==> config.mk <==
export PLATFORM = sky130hd
export DESIGN_NAME = alu_seq
export DESIGN_NICKNAME = d
export VERILOG_FILES = /design/src/rtl/alu_pkg.sv /design/src/rtl/alu_comb.sv /design/src/rtl/alu_seq.sv
export SDC_FILE = /design/constraint.sdc
export NUM_CORES = 1
export LEC_CHECK = 0
export ABC_AREA = 0
export ABC_CLOCK_PERIOD_IN_PS = 5100
export BUFFER_PORTS_ARGS = -buffer_cell sky130_fd_sc_hd__buf_2
export CORE_UTILIZATION = 46
export CTS_CLUSTER_DIAMETER = 40
export DETAILED_ROUTE_END_ITERATION = 6
export PLACE_DENSITY = 0.71
export SETUP_SLACK_MARGIN = 0.05
export SLEW_MARGIN = 40
export SYNTH_ARGS = -nofsm -noshare
export SYNTH_HDL_FRONTEND = slang
export SYNTH_SLANG_ARGS = --single-unit
==> constraint.sdc <==
create_clock -name clk -period 5.1 [get_ports clk]
set_clock_uncertainty 0.05 [all_clocks]
set_input_delay 0 -clock clk [delete_from_list [all_inputs] [get_ports clk]]
set_output_delay 0 -clock clk [all_outputs]
set_load 0.01 [all_outputs]
==> src/rtl/alu_pkg.sv <==
// Shared definitions for the sequential ALU: ctrl bit positions, named ctrl
// words and the FSM state encoding.
package alu_pkg;

    localparam int unsigned CTRL_W = 6;

    localparam int unsigned ZX = 5;
    localparam int unsigned NX = 4;
    localparam int unsigned ZY = 3;
    localparam int unsigned NY = 2;
    localparam int unsigned F  = 1;
    localparam int unsigned NO = 0;

    localparam logic [CTRL_W-1:0] CTRL_ZERO      = 6'b101010;
    localparam logic [CTRL_W-1:0] CTRL_ONE       = 6'b111111;
    localparam logic [CTRL_W-1:0] CTRL_X_PLUS_1  = 6'b011111;
    localparam logic [CTRL_W-1:0] CTRL_X_MINUS_1 = 6'b001110;

    typedef enum logic [0:0] {
        ST_IDLE = 1'b0,
        ST_MUL  = 1'b1
    } state_e;

    // y forced to all ones and ANDed with x, so x passes through to the no-stage
    function automatic logic [CTRL_W-1:0] pass_x_ctrl(input logic no);
        return {1'b0, 1'b0, 1'b1, 1'b1, 1'b0, no};
    endfunction

endpackage

==> src/rtl/alu_comb.sv <==
// Combinational ALU core: operand preprocess, add/and select and output invert.
// Also exposes the preprocessed operands so the multiplier can capture them.
module alu_comb
    import alu_pkg::*;
#(
    parameter int unsigned WIDTH = 16
) (
    input  logic [WIDTH-1:0]  x,
    input  logic [WIDTH-1:0]  y,
    input  logic [CTRL_W-1:0] ctrl,
    output logic [WIDTH-1:0]  xa_c,
    output logic [WIDTH-1:0]  ya_c,
    output logic [WIDTH-1:0]  res_c
);

    always_comb begin
        xa_c = ctrl[ZX] ? '0 : x;
        if (ctrl[NX]) begin
            xa_c = ~xa_c;
        end
        ya_c = ctrl[ZY] ? '0 : y;
        if (ctrl[NY]) begin
            ya_c = ~ya_c;
        end
        res_c = ctrl[F] ? (xa_c + ya_c) : (xa_c & ya_c);
        if (ctrl[NO]) begin
            res_c = ~res_c;
        end
    end

endmodule

==> src/rtl/alu_seq.sv <==
// Sequential ALU with valid/ready handshake: single-cycle ALU commands and an
// optional WIDTH-iteration shift-add multiplier sharing one combinational core.
module alu_seq
    import alu_pkg::*;
#(
    parameter int unsigned WIDTH  = 16,
    parameter int unsigned MUL_EN = 1
) (
    input  logic              clk,
    input  logic              reset,
    input  logic              in_valid,
    output logic              in_ready,
    input  logic [WIDTH-1:0]  x,
    input  logic [WIDTH-1:0]  y,
    input  logic [CTRL_W-1:0] ctrl,
    input  logic              mul,
    output logic              out_valid,
    input  logic              out_ready,
    output logic [WIDTH-1:0]  out,
    output logic              zr,
    output logic              ng,
    output logic              busy
);

    localparam int unsigned CNT_W = (WIDTH > 1) ? $clog2(WIDTH) : 1;
    localparam logic [CNT_W-1:0] LAST_ITER = CNT_W'(WIDTH - 1);

    state_e state_q, state_d;

    logic [WIDTH-1:0] mcand_q, mcand_d;
    logic [WIDTH-1:0] mplier_q, mplier_d;
    logic [WIDTH-1:0] acc_q, acc_d;
    logic [CNT_W-1:0] cnt_q, cnt_d;
    logic             no_q, no_d;

    logic             out_valid_d, zr_d, ng_d, busy_d;
    logic [WIDTH-1:0] out_d;

    logic              accept_c;
    logic              is_mul_c;
    logic [WIDTH-1:0]  acc_sum_c;
    logic [WIDTH-1:0]  comb_x_c, comb_y_c;
    logic [CTRL_W-1:0] comb_ctrl_c;
    logic [WIDTH-1:0]  xa_c, ya_c, res_c;

    assign in_ready  = (state_q == ST_IDLE) && (!out_valid || out_ready);
    assign accept_c  = in_valid && in_ready;
    assign is_mul_c  = (MUL_EN != 0) && mul;
    assign acc_sum_c = acc_q + (mplier_q[0] ? mcand_q : '0);

    // During MUL the core only applies the captured no-bit to the final product
    always_comb begin
        comb_x_c    = x;
        comb_y_c    = y;
        comb_ctrl_c = ctrl;
        if (state_q == ST_MUL) begin
            comb_x_c    = acc_sum_c;
            comb_y_c    = '0;
            comb_ctrl_c = pass_x_ctrl(no_q);
        end
    end

    alu_comb #(
        .WIDTH (WIDTH)
    ) u_alu_comb (
        .x     (comb_x_c),
        .y     (comb_y_c),
        .ctrl  (comb_ctrl_c),
        .xa_c  (xa_c),
        .ya_c  (ya_c),
        .res_c (res_c)
    );

    always_comb begin
        state_d     = state_q;
        out_valid_d = out_valid;
        out_d       = out;
        zr_d        = zr;
        ng_d        = ng;
        busy_d      = busy;
        mcand_d     = mcand_q;
        mplier_d    = mplier_q;
        acc_d       = acc_q;
        cnt_d       = cnt_q;
        no_d        = no_q;

        if (out_valid && out_ready) begin
            out_valid_d = 1'b0;
        end

        case (state_q)
            ST_IDLE: begin
                if (accept_c) begin
                    if (is_mul_c) begin
                        state_d  = ST_MUL;
                        busy_d   = 1'b1;
                        mcand_d  = xa_c;
                        mplier_d = ya_c;
                        acc_d    = '0;
                        cnt_d    = '0;
                        no_d     = ctrl[NO];
                    end else begin
                        out_d       = res_c;
                        zr_d        = (res_c == '0);
                        ng_d        = res_c[WIDTH-1];
                        out_valid_d = 1'b1;
                    end
                end
            end
            ST_MUL: begin
                acc_d    = acc_sum_c;
                mcand_d  = mcand_q << 1;
                mplier_d = mplier_q >> 1;
                cnt_d    = cnt_q + CNT_W'(1);
                if (cnt_q == LAST_ITER) begin
                    state_d     = ST_IDLE;
                    busy_d      = 1'b0;
                    out_d       = res_c;
                    zr_d        = (res_c == '0);
                    ng_d        = res_c[WIDTH-1];
                    out_valid_d = 1'b1;
                end
            end
            default: begin
                state_d = ST_IDLE;
            end
        endcase
    end

    // FSM state register
    always_ff @(posedge clk) begin
        if (reset) begin
            state_q <= ST_IDLE;
        end else begin
            state_q <= state_d;
        end
    end

    // Datapath and output registers
    always_ff @(posedge clk) begin
        if (reset) begin
            out_valid <= 1'b0;
            out       <= '0;
            zr        <= 1'b1;
            ng        <= 1'b0;
            busy      <= 1'b0;
            mcand_q   <= '0;
            mplier_q  <= '0;
            acc_q     <= '0;
            cnt_q     <= '0;
            no_q      <= 1'b0;
        end else begin
            out_valid <= out_valid_d;
            out       <= out_d;
            zr        <= zr_d;
            ng        <= ng_d;
            busy      <= busy_d;
            mcand_q   <= mcand_d;
            mplier_q  <= mplier_d;
            acc_q     <= acc_d;
            cnt_q     <= cnt_d;
            no_q      <= no_d;
        end
    end

endmodule

==> impl_metrics.env <==
export IMPL_outcome="completed"
export IMPL_ant_nets=0
export IMPL_ir_drop_mv=0.2542
export IMPL_slew_headroom=0.4532
export IMPL_avgSynthCellArea_um2=7.556
export IMPL_grt_max_degree=106
export IMPL_io_buffer_count=63
export IMPL_synth_distinct_cells=65
export IMPL_critPathMaxStageDelay_ps=500
export IMPL_max_cap_violations=0
export IMPL_holdPathStages=5
export IMPL_cts_buffer_depth=2
export IMPL_critPathLaunchType="register"
export IMPL_via_per_inst=5.558
export IMPL_clock_latency_ps=350
export IMPL_clock_sinks=73
export IMPL_placedCellCount=912
export IMPL_cts_root_buffer="clkbuf_16"
export IMPL_multi_input_area_um2=3916
export IMPL_synth_ff_type="dfxtp_1"
export IMPL_diodes=0
export IMPL_start_util=0.4712
export IMPL_async_flop_share=0
export IMPL_first_global_vias=4852
export IMPL_grt_antenna_before_repair=0
export IMPL_arrival_ps=5020
export IMPL_syn_area_um2=5637
export IMPL_worstPathRequired_ps=5340
export IMPL_drive_gt1_frac=0.1456
export IMPL_track_usage=0.2339
export IMPL_synthMostInstantiatedCell="nor2_1"
export IMPL_core_area_um2=11960
export IMPL_num_io_pins=64
export IMPL_layout_min_cycle_time_ps=4771
export IMPL_synth_area_leader_cell="dfxtp_1"
export IMPL_die_h_um=112.7
export IMPL_startpoint="mcand_q[0]"
export IMPL_cts_htree_levels=3
export IMPL_crit_buf_inv=1
export IMPL_grt_ovfl_total=0
export IMPL_hold_viol_final=0
export IMPL_postSynthRegisterBits=73
export IMPL_regArea_um2=1463
export IMPL_worstMarginPinSlew_ps=817.9
export IMPL_cp_max_fo=6
export IMPL_rsz0062_at_grt="no"
export IMPL_path_depth=22
export IMPL_drc_errors=0
export IMPL_syn_inst=746
export IMPL_syn_to_final_growth_pct=12.34
export IMPL_path_clk_slew_ps=50
export IMPL_grt_pass1_wl_mm=23.47
export IMPL_drv_slew=0
export IMPL_fin_nets=856
export IMPL_fin_setup_tns_ps=0
export IMPL_synth_top_area_share=0.2593
export IMPL_reg2reg_setup_slack_ps=330
export IMPL_fin_crit_sh=0.9355
export IMPL_setup_worst_path_class="register to register"
export IMPL_critPathTopFamily="simple AND/OR/NAND/NOR gates"
export IMPL_final_cells=930
export IMPL_drt_iter0_markers=351
export IMPL_p_leak_nw=2.571
export IMPL_synthTopCellsByArea="dfxtp_1, xnor2_1, ha_1"
export IMPL_fillers=1145
export IMPL_vias=5169
export IMPL_cts_buffers=9
export IMPL_synth_edf_count=0
export IMPL_worstPathCellList="and2_1 > ha_1 > inv_1 > fa_1 > nor2b_1 > o21ai_0 > a21boi_1 > nor2_1 > nor2_1 > a21oi_1 > xor2_1 > a21oi_1 > ha_1 > and2_1 > o21ai_2 > nand2b_2 > o311a_2 > mux2i_1 > or4_1 > mux2_4 > nor4b_2 > a21bo_1"
export IMPL_drt_first_pass_iters=5
export IMPL_cts_tree="done"
export IMPL_power_density_nw_per_um2=303.2
export IMPL_crit_end="zr"
export IMPL_worst_setup_path_end_kind="register"
export IMPL_avgRoutedWirePerCell_um=15.23
export IMPL_die_area_um2=12700
export IMPL_dpl_hpwl_mm=10.50
export IMPL_rows=40
export IMPL_synthTopCellsByCount="nor2_1, dfxtp_1, nand2_1"
export IMPL_syn_nets=823
export IMPL_fmax_mhz=209.6
export IMPL_finalWirelength_mm=14.16
export IMPL_hp_class="input pin to register"
export IMPL_worst_path_max_delay_cell="or4_1"
export IMPL_dieWidth_um=112.7
export IMPL_reg2reg_to="zr"
export IMPL_ff2ff_path_depth=22
export IMPL_setup_viol=0
export IMPL_reg2reg_from="mcand_q[0]"
export IMPL_yosysWarnings=0
export IMPL_gp_congestion=0.8641
export IMPL_ys_seq_area_frac=0.2593
kinds of logic after synthesis:
group	Yosys count	share of synthesized area
AND/OR/NAND/NOR	306	0.2626
buffers and inverters	67	0.05105
AO/OA/AOI/OAI	174	0.1976
adder cells (fa/ha/maj)	34	0.07813
XOR/XNOR	67	0.1041
flip-flops	73	0.2593
multiplexers	25	0.04728
metal layers:
layer / global-route usage / up-vias / routed length (um)
met5: 0 / - / 0
met4: 0.08800 / 0 / 290
met3: 0.04874 / 20 / 804
met2: 0.3733 / 143 / 6316
met1: 0.3110 / 2374 / 6750
li1: - / 2632 / -
stage by stage:
stage	hold WS [ps]	util	cell area (um2)	power [mW]	setup slack, ps
6_report	47.34	0.5294	6332	1.920	328.7
2_1_floorplan	97.22	-	5637	1.104	522.3
3_5_place_dp	237.6	0.4990	5968	1.248	140.7
5_1_grt	79.95	0.5294	6332	2.028	30.55
3_3_place_gp	225.3	0.4986	5964	1.237	240.5
4_1_cts	40.91	0.5274	6309	1.925	110.5
worst min-delay path, cell delays in order:
cell and delay (ps):
buf_2 90, nand2b_1 70, xnor2_1 80, nor2_1 110
nor4_1 50
repair_timing:
action	CTS	global route
endpoints found under the setup margin	0	2
buffers inserted	0	0
endpoints found under the hold margin	13	0
hold buffers	3	0
resized for setup	0	6
worst min path at each step:
stage | startpoint | to | slack [ps]
global route | x[0] | mcand_q[0] | 80
detailed placement | ctrl[0] | no_q | 240
CTS | x[0] | mcand_q[0] | 40
floorplan | ctrl[0] | no_q | 100
finish | x[0] | mcand_q[0] | 50
global placement | ctrl[0] | no_q | 230
power by group:
group / leakage [nW] / total, mW / switching [mW] / internal, mW
Combinational: 1.83 / 0.622 / 0.366 / 0.256
Sequential: 0.597 / 0.623 / 0.0192 / 0.604
Clock: 0.149 / 0.676 / 0.250 / 0.425
state kept, by name (all words and copies together), names as in the netlist:
name / cells
cnt_q: 4
out: 15
acc_q: 16
mplier_q: 16
out_valid: 1
no_q: 1
zr: 1
busy: 1
ng: 1
state_q: 1
mcand_q: 16
cell usage in the layout (no fill, tap or decap), types with 3 or more instances in the layout:
cell type	synthesis	final
o211ai_1	3	3
a211oi_1	33	32
dlygate4sd3_1	0	3
nand3_1	13	13
clkbuf_16	0	9
nand2b_1	16	16
a21oi_1	59	58
o21a_1	6	6
nor2b_1	35	35
a31oi_1	3	3
and3_1	8	7
xnor2_1	57	57
nand4_1	3	3
mux2_2	6	6
nor3_1	19	19
nand2_1	66	66
or2_2	3	3
a2111oi_0	3	3
buf_4	3	3
xor2_1	10	10
mux2i_1	17	17
nor4_1	3	3
o31ai_1	6	6
o21ai_0	36	35
ha_1	32	32
dfxtp_1	73	72
or3_1	5	5
nor2_1	105	105
inv_1	18	18
and2_1	17	17
a21o_1	4	4
buf_2	0	63
area by class of cell:
class,instances,share of cell area
clock buffer,10,0.03616
clock inverter,5,0.01284
inverter,19,0.01126
multi-input combinational,606,0.6185
sequential,73,0.2310
tap,147,0.02905
timing repair buffer,70,0.06125
No activity file was read; power rests on OpenSTA's default activity.
